File: src/rtl/seq_array_mult.sv
// Sequential shift-and-add multiplier: one multiplier bit per cycle, WIDTH cycles per product.
// Optional signed mode via macro SIGNED_MODE_EN (adds port sgn).
module seq_array_mult #(
  parameter int unsigned WIDTH = 8
) (
  input  logic               clk,
  input  logic               rst,
  input  logic               in_valid,
  output logic               in_ready,
  input  logic [WIDTH-1:0]   a,
  input  logic [WIDTH-1:0]   b,
`ifdef SIGNED_MODE_EN
  input  logic               sgn,
`endif
  output logic               out_valid,
  input  logic               out_ready,
  output logic [2*WIDTH-1:0] p,
  output logic               busy
);

  localparam int unsigned PW   = 2 * WIDTH;
  localparam int unsigned CntW = $clog2(WIDTH);

  typedef enum logic [1:0] {StIdle, StCalc, StDone} state_e;

  state_e            state_q, state_d;
  logic [PW-1:0]     mcand_q, mcand_d;
  logic [WIDTH-1:0]  mplier_q, mplier_d;
  logic [PW-1:0]     acc_q, acc_d;
  logic [CntW-1:0]   cnt_q, cnt_d;
  logic [PW-1:0]     addend;
  logic              last_bit;
`ifdef SIGNED_MODE_EN
  logic              sgn_q, sgn_d;
`endif

  assign last_bit  = (cnt_q == CntW'(WIDTH - 1));
  assign addend    = mplier_q[0] ? mcand_q : '0;
  assign in_ready  = (state_q == StIdle);
  assign out_valid = (state_q == StDone);
  assign busy      = (state_q != StIdle);
  assign p         = (state_q == StDone) ? acc_q : '0;

  always_comb begin
    state_d  = state_q;
    mcand_d  = mcand_q;
    mplier_d = mplier_q;
    acc_d    = acc_q;
    cnt_d    = cnt_q;
`ifdef SIGNED_MODE_EN
    sgn_d    = sgn_q;
`endif
    unique case (state_q)
      StIdle: begin
        if (in_valid) begin
          state_d  = StCalc;
          cnt_d    = '0;
          acc_d    = '0;
          mplier_d = b;
`ifdef SIGNED_MODE_EN
          mcand_d  = {{WIDTH{sgn & a[WIDTH-1]}}, a};
          sgn_d    = sgn;
`else
          mcand_d  = {{WIDTH{1'b0}}, a};
`endif
        end
      end
      StCalc: begin
`ifdef SIGNED_MODE_EN
        // The multiplier MSB carries negative weight in two's complement.
        if (sgn_q && last_bit) acc_d = acc_q - addend;
        else                   acc_d = acc_q + addend;
`else
        acc_d = acc_q + addend;
`endif
        mcand_d  = mcand_q << 1;
        mplier_d = mplier_q >> 1;
        cnt_d    = cnt_q + CntW'(1);
        if (last_bit) state_d = StDone;
      end
      StDone: begin
        if (out_ready) state_d = StIdle;
      end
      default: state_d = StIdle;
    endcase
  end

  always_ff @(posedge clk) begin
    if (rst) begin
      state_q  <= StIdle;
      mcand_q  <= '0;
      mplier_q <= '0;
      acc_q    <= '0;
      cnt_q    <= '0;
`ifdef SIGNED_MODE_EN
      sgn_q    <= 1'b0;
`endif
    end else begin
      state_q  <= state_d;
      mcand_q  <= mcand_d;
      mplier_q <= mplier_d;
      acc_q    <= acc_d;
      cnt_q    <= cnt_d;
`ifdef SIGNED_MODE_EN
      sgn_q    <= sgn_d;
`endif
    end
  end

endmodule

File: config.mk
export PLATFORM = sky130hd
export DESIGN_NAME = seq_array_mult
export DESIGN_NICKNAME = d
export VERILOG_FILES = /design/src/rtl/seq_array_mult.sv
export SDC_FILE = /design/constraint.sdc
export NUM_CORES = 1
export LEC_CHECK = 0
export CAP_MARGIN = 10
export CORE_MARGIN = 10
export CORE_UTILIZATION = 45
export CTS_CLUSTER_DIAMETER = 80
export DETAILED_ROUTE_END_ITERATION = 8
export PLACE_DENSITY = 0.68
export SLEW_MARGIN = 20
export SYNTH_ARGS = -nofsm -noshare
export SYNTH_HDL_FRONTEND = slang
export SYNTH_SLANG_ARGS = --single-unit
File: constraint.sdc
create_clock -name clk -period 2.7 [get_ports clk]
set_input_delay 0.405 -clock clk [delete_from_list [all_inputs] [get_ports clk]]
set_output_delay 0.405 -clock clk [all_outputs]
set_load 0.01 [all_outputs]
-- After elaboration in Yosys (flattened, before gate mapping)
Cells that the tools add are included.
W data, S select, Z words.
- register bits: 45
- input bits: 20
- reductions and logical operators: 5
- add/sub/neg operators: 2
- equality and inequality tests: 6
- muxes and demuxes: 14
- operators with widths (cell ; number):
    $mux W16 ; 4
    $pmux W16 S2 ; 2
    $add A16 B16 Y16 ; 1
    $pmux W8 S2 ; 1
    $mux W8 ; 1
    $mux W2 ; 3
    $pmux W2 S3 ; 1
    $pmux W3 S2 ; 1
    $ne A2 B2 Y1 const B ; 2
    $reduce_bool A2 Y1 ; 2
    $add A3 B1 Y3 const B ; 1
    $eq A3 B3 Y1 const B ; 1
    $mux W3 ; 1
    $reduce_and A3 Y1 ; 1
    $eq A2 B1 Y1 const B ; 1
    $eq A2 B2 Y1 const B ; 1
    $logic_not A2 Y1 ; 1
    $ne A2 B1 Y1 const B ; 1
    $reduce_and A2 Y1 ; 1

-- Logic depth before layout (Yosys ltp)
Gate-level depths: netlist of run 1.
- depth after elaboration: 3
- mapped depth: 11
- mapped depth without buffers: 10

-- Worst setup path before layout of run 1
Ideal clock, no wire load.
- kind: register to register
- start point: register mplier_q[0]
- end point: register acc_q[14]
- setup time: 0.064 ns
- clock period less this slack: 2.784 ns
- path buffers: 1
- data required time: 2.636 ns
- slack: -0.084 ns
- cell stages (with the launch flop): 12
- arrival: 2.720 ns
- cell sequence: dfxtp_1 -> clkbuf_1 -> and2_1 -> ha_1 -> inv_1 -> fa_1 -> and2b_4 -> o211ai_4 -> a2111oi_2 -> nor2_1 -> or4_1 -> nand4_1
- word-level cells in the longest chain between the ends: 3
- RTL lines (what ; line ; source):
    start: declaration ; 28 ; logic [WIDTH-1:0] mplier_q, mplier_d;
    start signal: assignment ; 101 ; mplier_q <= mplier_d;
    $mux W16 ; 38 ; assign addend = mplier_q[0] ? mcand_q : '0;
    $add A16 B16 Y16 ; 74 ; acc_d = acc_q + addend;
    $pmux W16 S2 ; 53 ; unique case (state_q)
    end signal: assignment ; 93 ; acc_q <= '0;
    end signal: assignment ; 102 ; acc_q <= acc_d;
    end: declaration ; 29 ; logic [PW-1:0] acc_q, acc_d;
Every way passes these cells.
A chain may end at the register's enable or synchronous reset.

-- Worst setup path in the final report of run 1
- start point: register mcand_q[0]
- end point: register acc_q[14]
- word-level cells in the longest chain between the ends: 3
- RTL lines (what ; line ; source):
    start: declaration ; 27 ; logic [PW-1:0] mcand_q, mcand_d;
    start signal: assignment ; 100 ; mcand_q <= mcand_d;
    $mux W16 ; 38 ;
    $add A16 B16 Y16 ; 74 ;
    $pmux W16 S2 ; 53 ;
Every way passes these cells.

==> flow_metrics.py, run 1 <==
metrics = {
    "sta": {
        "finClkSkew_ns": 0.00319,
        "max-slew-margin-rel_pct": 48.8,
        "period_minus_slack_ns": 2.50,
        "tightestPinTransition_ns": 0.766,
        "setup_viol": 0,
        "tns_ns": 0,
        "rsz0062_at_grt": "false",
        "fin_crit_sh_pct": 92.7,
        "maxSlewViolCount": 0,
        "hold_viol_final": 0,
        "max_freq_mhz": 400,
    },
    "logic_synthesis": {
        "synth_edf_count": 0,
        "synth_warnings": 0,
        "synth.distinct_cells": 47,
        "synth_cells": 364,
        "synth_seq_area_share_pct": 32.5,
        "yosysTopAreaCellShare_pct": 32.5,
        "syn-cell-area_mm2": 0.00277,
        "dominantRegCellSynth": "dfxtp_1",
        "yosys.area.top_type": "dfxtp_1",
        "synthTopCellsByArea": "dfxtp_1 (32%), nor2_1 (9.5%), ha_1 (7.7%), and2_1 (6.8%), a21oi_1 (5.8%)",
        "syn_avg_cell_area_um2": 7.62,
        "synth_nets": 402,
        "async_flop_share_pct": 0,
        "ys_ff_latch": 45,
    },
    "clock_network": {
        "cts_inserted_buffers": 5,
        "clockBufferDepth": 2,
        "post_cts_buffers": 0,
        "clk_pin_slew_ns": 0.09,
        "cts-root-buf": "clkbuf_8",
        "cts_sinks": 45,
        "htreeDepth": 2,
        "cts_tree": "built",
        "cts_hold_buffers": 0,
        "clkLatencyLatePin_ns": 0.30,
    },
    "placement": {
        "gp_congestion": 0.897,
        "dp_hpwl_um": 5030,
        "portBuffers": 38,
    },
    "power": {
        "intPower_mw": 0.957,
        "pwr-share-seq_pct": 53.7,
        "peakVddDrop_v": 0.000207,
        "power_per_cell_area_mw_per_mm2": 394,
        "switching_share_pct": 27.5,
        "pwr-share-clk_pct": 32.3,
        "pwr-share-comb_pct": 14.0,
        "p_leak_nw": 1.38,
        "p_switching_mw": 0.363,
    },
    "floorplanning": {
        "die_w_um": 98.5,
        "start_util_pct": 46.6,
        "die-area_mm2": 0.00970,
        "num_rows": 28,
        "io_pins": 39,
        "coreArea_mm2": 0.00596,
        "die_h_um": 98.5,
    },
    "worst_setup_path": {
        "cp_cell_sequence": "and2_1, ha_2, inv_1, fa_2, and2b_4, o211ai_4, a2111oi_4, nor2_2, or4_1, nand4_1",
        "r2r_start": "mcand_q[0]",
        "startpoint": "mcand_q[0]",
        "r2r_setup_slack_ns": 0.20,
        "crit_path_max_incr_delay_ns": 0.47,
        "endpoint_kind": "flop",
        "crit_family": "simple AND/OR/NAND/NOR gates",
        "required_ns": 2.94,
        "rr_endpoint": "acc_q[14]",
        "path_class": "flop to flop",
        "critical_path_buf_inv_count": 1,
        "worst-path-max-fanout": 3,
        "critical_path.startpoint_type": "flop",
        "worst_r2r_path_depth": 10,
        "cp.arrival_ns": 2.74,
        "slowest_stage": "or4_1",
    },
    "hold_path": {
        "hp-class": "flop to flop",
        "holdPathEnd": "cnt_q[0]",
        "hp-start": "cnt_q[0]",
        "min_path_cells": 1,
    },
    "global_routing": {
        "grt_max_degree": 32,
        "grt_pass1_vias": 2439,
        "grt_pass1_wl_um": 11500,
        "grt.overflow.total": 0,
        "antenna_found_initial": 0,
        "track_usage_pct": 13.7,
    },
    "drt": {
        "num_vias": 2502,
        "vias_per_cell": 5.29,
        "drtAntennaViolNets": 0,
        "dr.pass1.iters": 4,
        "routed_wirelength_um": 6750,
        "avgRoutedWirePerCell_um": 14.3,
        "drt_iter0_markers": 77,
        "route.detailed.drc": 0,
    },
    "job": {
        "maxCapViolCount": 0,
    },
    "cells_and_area": {
        "antennaDiodeCount": 0,
        "nets": 435,
        "syn_to_final_growth_pct": 20.7,
        "drive_gt1_share_pct": 7.04,
        "fin_util_pct": 56.2,
    },
    "run_status": {
        "outcome": "finished clean",
    },
}
## worst reg2reg max path, stage by stage, from the launching register on
cell and delay, ns:
dfxtp_2 0.35, and2_1 0.13, ha_2 0.18, inv_1 0.06
fa_2 0.35, and2b_4 0.28, o211ai_4 0.09, a2111oi_4 0.37
nor2_2 0.09, or4_1 0.47, nand4_1 0.08
## cells by family after synthesis
group           Yosys count  share of synthesized area, %
fa+ha+maj                18                          8.39
compound gates           89                          21.5
xor+xnor                 10                          3.16
mux                       1                         0.361
simple gates            169                          29.7
flops                    45                          32.5
buf+inv                  32                          4.38
## flip-flops by register name, summed over array words and instances, names as in the netlist
name and flops:
acc_q 16, mcand_q 16, mplier_q 8, cnt_q 3, state_q 2
## stage by stage
stage	instance area (um^2)	hold WS [ns]	total power [mW]	worst slack (ns)	instances
2_1_floorplan	2790	0.444	0.840	0.0101	364
3_3_place_gp	3250	0.466	0.906	0.118	465
3_5_place_dp	3250	0.478	0.908	0.0637	465
4_1_cts	3340	0.491	1.34	0.0204	473
5_1_grt	3350	0.511	1.39	0.0197	473
6_report	3350	0.485	1.32	0.197	473
## power groups by stage
stage / combinational (mW) / clock [mW] / sequential (mW)
after floorplan: 0.122 / 0 / 0.718
after global placement: 0.183 / 0 / 0.723
after detailed placement: 0.185 / 0 / 0.723
after CTS: 0.186 / 0.442 / 0.708
after global routing: 0.209 / 0.467 / 0.712
final: 0.185 / 0.426 / 0.708
## area by class of cell
cell class,instances,area [um^2]
fill,592,2610
multi-input combinational,287,1780
sequential,45,902
timing repair buffer,47,448
tap,75,93.8
clock buffer,6,72.6
inverter,11,41.3
clock inverter,2,15.0
## cells in the mapped netlist (all sizes together), types with 2 or more instances
| cell type | instances |
|---|---|
| ha | 17 |
| or3 | 2 |
| o31ai | 2 |
| a31oi | 2 |
| inv | 11 |
| nand2b | 2 |
| clkbuf | 19 |
| nand3 | 2 |
| nand4 | 3 |
| nor2 | 70 |
| nor3 | 16 |
| nand2 | 19 |
| a21o | 3 |
| and3 | 2 |
| dfxtp | 45 |
| xor2 | 5 |
| o211ai | 4 |
| and2 | 30 |
| a21oi | 33 |
| a22oi | 17 |
| buf | 2 |
| a32oi | 2 |
| o21ai | 11 |
| o21bai | 2 |
| nor2b | 17 |
| o21a | 5 |
| xnor2 | 5 |
## how the worst max path moves through the flow
stage / to / cells past startpoint
floorplan: acc_q[14] / 11
global route: acc_q[14] / 10
detailed placement: acc_q[14] / 10
CTS: acc_q[14] / 10
finish: acc_q[14] / 10
global placement: acc_q[14] / 10
## what timing repair did
action | CTS | global route
gates resized for setup | 0 | 5
endpoints found under the hold margin | 0 | 0
endpoints found under the setup margin | 0 | 2
## layer usage
metal  global-route usage [%]  vias to the layer above  wire, um
li1                         -                     1322         -
met3                     4.47                        6       350
met5                        0                        -         0
met4                     3.75                        0        53
met1                     17.7                     1124      3320
met2                     21.3                       50      3030
## placed cells by master, fill, tap and decap left out, types with 3 or more instances in the layout
| master | instances |
|---|---|
| clkbuf_8 | 5 |
| inv_1 | 11 |
| buf_4 | 9 |
| nor2b_1 | 17 |
| nand2_1 | 19 |
| o21a_1 | 5 |
| xnor2_1 | 5 |
| dfxtp_1 | 44 |
| o211ai_1 | 3 |
| a21oi_1 | 32 |
| a22oi_1 | 17 |
| clkdlybuf4s50_1 | 38 |
| and2_1 | 30 |
| nor3_1 | 16 |
| xor2_1 | 5 |
| ha_1 | 16 |
| nand4_1 | 3 |
| o21ai_0 | 11 |
| nor2_1 | 69 |
No activity file was read; power rests on OpenSTA's default activity.
==> inputs of run 2 (changes only) <==
--- a/config.mk
+++ b/config.mk
@@ -5,6 +5,7 @@
 export SDC_FILE = /design/constraint.sdc
 export NUM_CORES = 1
 export LEC_CHECK = 0
+export ABC_AREA = 1
 export CAP_MARGIN = 10
 export CORE_MARGIN = 10
 export CORE_UTILIZATION = 45
==> run 2 against run 1 <==
First-iteration DRC count grew 95%. Non-clock buffer count fell by 5. Synthesized area rose by 4.9%. Routed wire length grew 5.0%. Critical endpoint is now p[8].
==> flow_metrics.py, run 2 <==
metrics = {
    "run_status": {
        "outcome": "finished clean",
    },
    "cells_and_area": {
        "layout_common_cells": "nand2_1 (165), inv_1 (72), a21oi_1 (68)",
        "top_regs": "acc_q x16, mcand_q x16, mplier_q x8",
        "fin_area_mm2": 0.00339,
        "layout_commonest_cell": "nand2_1",
        "drive_gt1_share_pct": 3.92,
        "nets": 547,
        "syn_to_final_growth_pct": 16.5,
        "antennaDiodeCount": 0,
    },
    "clock_network": {
        "cts_hold_buffers": 0,
        "clockBufferDepth": 2,
        "clkLatencyLatePin_ns": 0.30,
        "cts_inserted_buffers": 5,
        "post_cts_buffers": 0,
        "cts_sinks": 45,
        "cts_resized": 0,
        "cts_tree": "built",
        "cts-root-buf": "clkbuf_8",
        "clk_pin_slew_ns": 0.09,
        "htreeDepth": 2,
    },
    "sta": {
        "tightestPinTransition_ns": 0.657,
        "fin_crit_sh_pct": 82.9,
        "max_freq_mhz": 447,
        "finClkSkew_ns": 0.0118,
        "maxSlewViolCount": 0,
        "hold_viol_final": 0,
        "max-slew-margin-rel_pct": 56.1,
        "rsz0062_at_grt": "false",
        "period_minus_slack_ns": 2.24,
        "tns_ns": 0,
        "setup_viol": 0,
    },
    "power": {
        "p_switching_mw": 0.367,
        "pwr-share-clk_pct": 32.6,
        "p_leak_nw": 1.61,
        "peakVddDrop_v": 0.000219,
        "pwr-share-comb_pct": 13.3,
        "pwr-share-seq_pct": 54.1,
        "intPower_mw": 0.939,
        "switching_share_pct": 28.1,
        "power_per_cell_area_mw_per_mm2": 385,
    },
    "floorplanning": {
        "num_rows": 29,
        "coreArea_mm2": 0.00631,
        "die_h_um": 100,
        "io_pins": 39,
        "start_util_pct": 46.1,
        "die-area_mm2": 0.0101,
        "die_w_um": 100,
    },
    "logic_synthesis": {
        "synth_seq_area_share_pct": 31.0,
        "syn_avg_cell_area_um2": 6.08,
        "syn-cell-area_mm2": 0.00291,
        "ys_ff_latch": 45,
        "yosys.area.top_type": "dfxtp_1",
        "synth.top_cells.by_count": "nand2_1 (165), inv_1 (72), a21oi_1 (68)",
        "synth_warnings": 0,
        "synth_nets": 517,
        "synth.distinct_cells": 25,
        "dominantRegCellSynth": "dfxtp_1",
        "synth_cells": 479,
        "async_flop_share_pct": 0,
        "synth_edf_count": 0,
        "synthTopCellsByArea": "dfxtp_1 (31%), nand2_1 (21%), a21oi_1 (12%), inv_1 (9.3%), ha_1 (7.3%)",
        "synth_most_common_cell": "nand2_1",
        "yosysTopAreaCellShare_pct": 31.0,
    },
    "placement": {
        "place_area_mm2": 0.00330,
        "dp_hpwl_um": 5160,
        "gp_congestion": 0.876,
        "portBuffers": 38,
    },
    "drt": {
        "drtAntennaViolNets": 0,
        "dr.pass1.iters": 5,
        "route.detailed.drc": 0,
        "num_vias": 2837,
        "vias_per_cell": 4.83,
        "drt_iter0_markers": 150,
        "avgRoutedWirePerCell_um": 12.1,
        "routed_wirelength_um": 7100,
    },
    "global_routing": {
        "use_met2_pct": 24.8,
        "grt_pass1_vias": 2824,
        "busiest_layer": "met2",
        "use_met3_pct": 3.78,
        "grt_max_degree": 46,
        "use_met1_pct": 17.5,
        "grt_pass1_wl_um": 12400,
        "grt.overflow.total": 0,
        "antenna_found_initial": 0,
        "track_usage_pct": 14.5,
    },
    "worst_setup_path": {
        "required_ns": 2.30,
        "cp_cell_sequence": "inv_1, nor2_1, inv_2, nor2_1, clkdlybuf4s50_1",
        "cpMostUsedCell": "nor2_1",
        "critical_path.startpoint_type": "flop",
        "slowest_stage": "clkdlybuf4s50_1",
        "path_class": "flop to output port",
        "cp.arrival_ns": 1.83,
        "endpoint_kind": "output port",
        "crit_path_max_incr_delay_ns": 0.56,
        "worst-path-max-fanout": 17,
    },
    "hold_path": {
        "hp-class": "flop to flop",
    },
    "job": {
        "maxCapViolCount": 0,
    },
}
==> run 2: path summary, 6_finish.rpt <==
path	from	endpoint	slack, ns	cells after the start
hold reg to reg	mplier_q[7]	mplier_q[7]	0.47	2
hold / removal	mplier_q[7]	mplier_q[7]	0.47	2
setup reg to reg	mplier_q[0]	acc_q[12]	0.55	13
setup / recovery	state_q[1]	p[8]	0.46	5
==> run 2: stage by stage <==
stage	total power, mW	worst slack, ns	utilization [%]	cells	hold slack (ns)
4_1_cts	1.33	0.431	53.7	587	0.471
3_5_place_dp	0.898	0.596	52.3	579	0.458
5_1_grt	1.37	0.311	53.7	587	0.486
6_report	1.31	0.462	53.7	587	0.467
2_1_floorplan	0.847	0.551	-	479	0.439
3_3_place_gp	0.896	0.638	52.3	579	0.454
==> run 2: cells by family (layout without fill, tap and decap cells) <==
group           count (synthesis)  in the layout  share of synthesized area, %
simple gates                  249            249                          34.7
buf+inv                        94            125                          13.6
fa+ha+maj                      18             18                          8.00
xor+xnor                        1              1                         0.301
compound gates                 72             72                          12.5
flops                          45             45                          31.0
==> run 2: worst max-delay path, delay by kind of cell (launching register included) <==
| kind | cells | cell delay [ns] |
|---|---|---|
| DFF | 1 | 0.39 |
| buffers and inverters | 3 | 0.83 |
| and+or+nand+nor | 2 | 0.31 |
==> run 2: power groups by stage <==
| stage | clock [mW] | combinational, mW | sequential, mW |
|---|---|---|---|
| after global placement | 0 | 0.174 | 0.721 |
| final | 0.426 | 0.174 | 0.707 |
| after floorplan | 0 | 0.133 | 0.714 |
| after CTS | 0.444 | 0.176 | 0.707 |
| after global routing | 0.463 | 0.199 | 0.710 |
| after detailed placement | 0 | 0.176 | 0.722 |
==> run 2: layout make-up <==
| class | instances | area [um^2] |
|---|---|---|
| well taps | 77 | 96.3 |
| clock buffers | 6 | 72.6 |
| inverters | 75 | 282 |
| fillers | 682 | 2920 |
| clock inverters | 2 | 15.0 |
| multi-input cells | 340 | 1610 |
| repair buffers | 42 | 410 |
| flip-flops and latches | 45 | 901 |
==> run 2: layer usage <==
| metal | vias up | share of wire [%] |
|---|---|---|
| met5 | - | 0 |
| met4 | 0 | 0.85 |
| met3 | 6 | 5.3 |
| met2 | 52 | 46 |
| met1 | 1237 | 48 |
| li1 | 1542 | - |
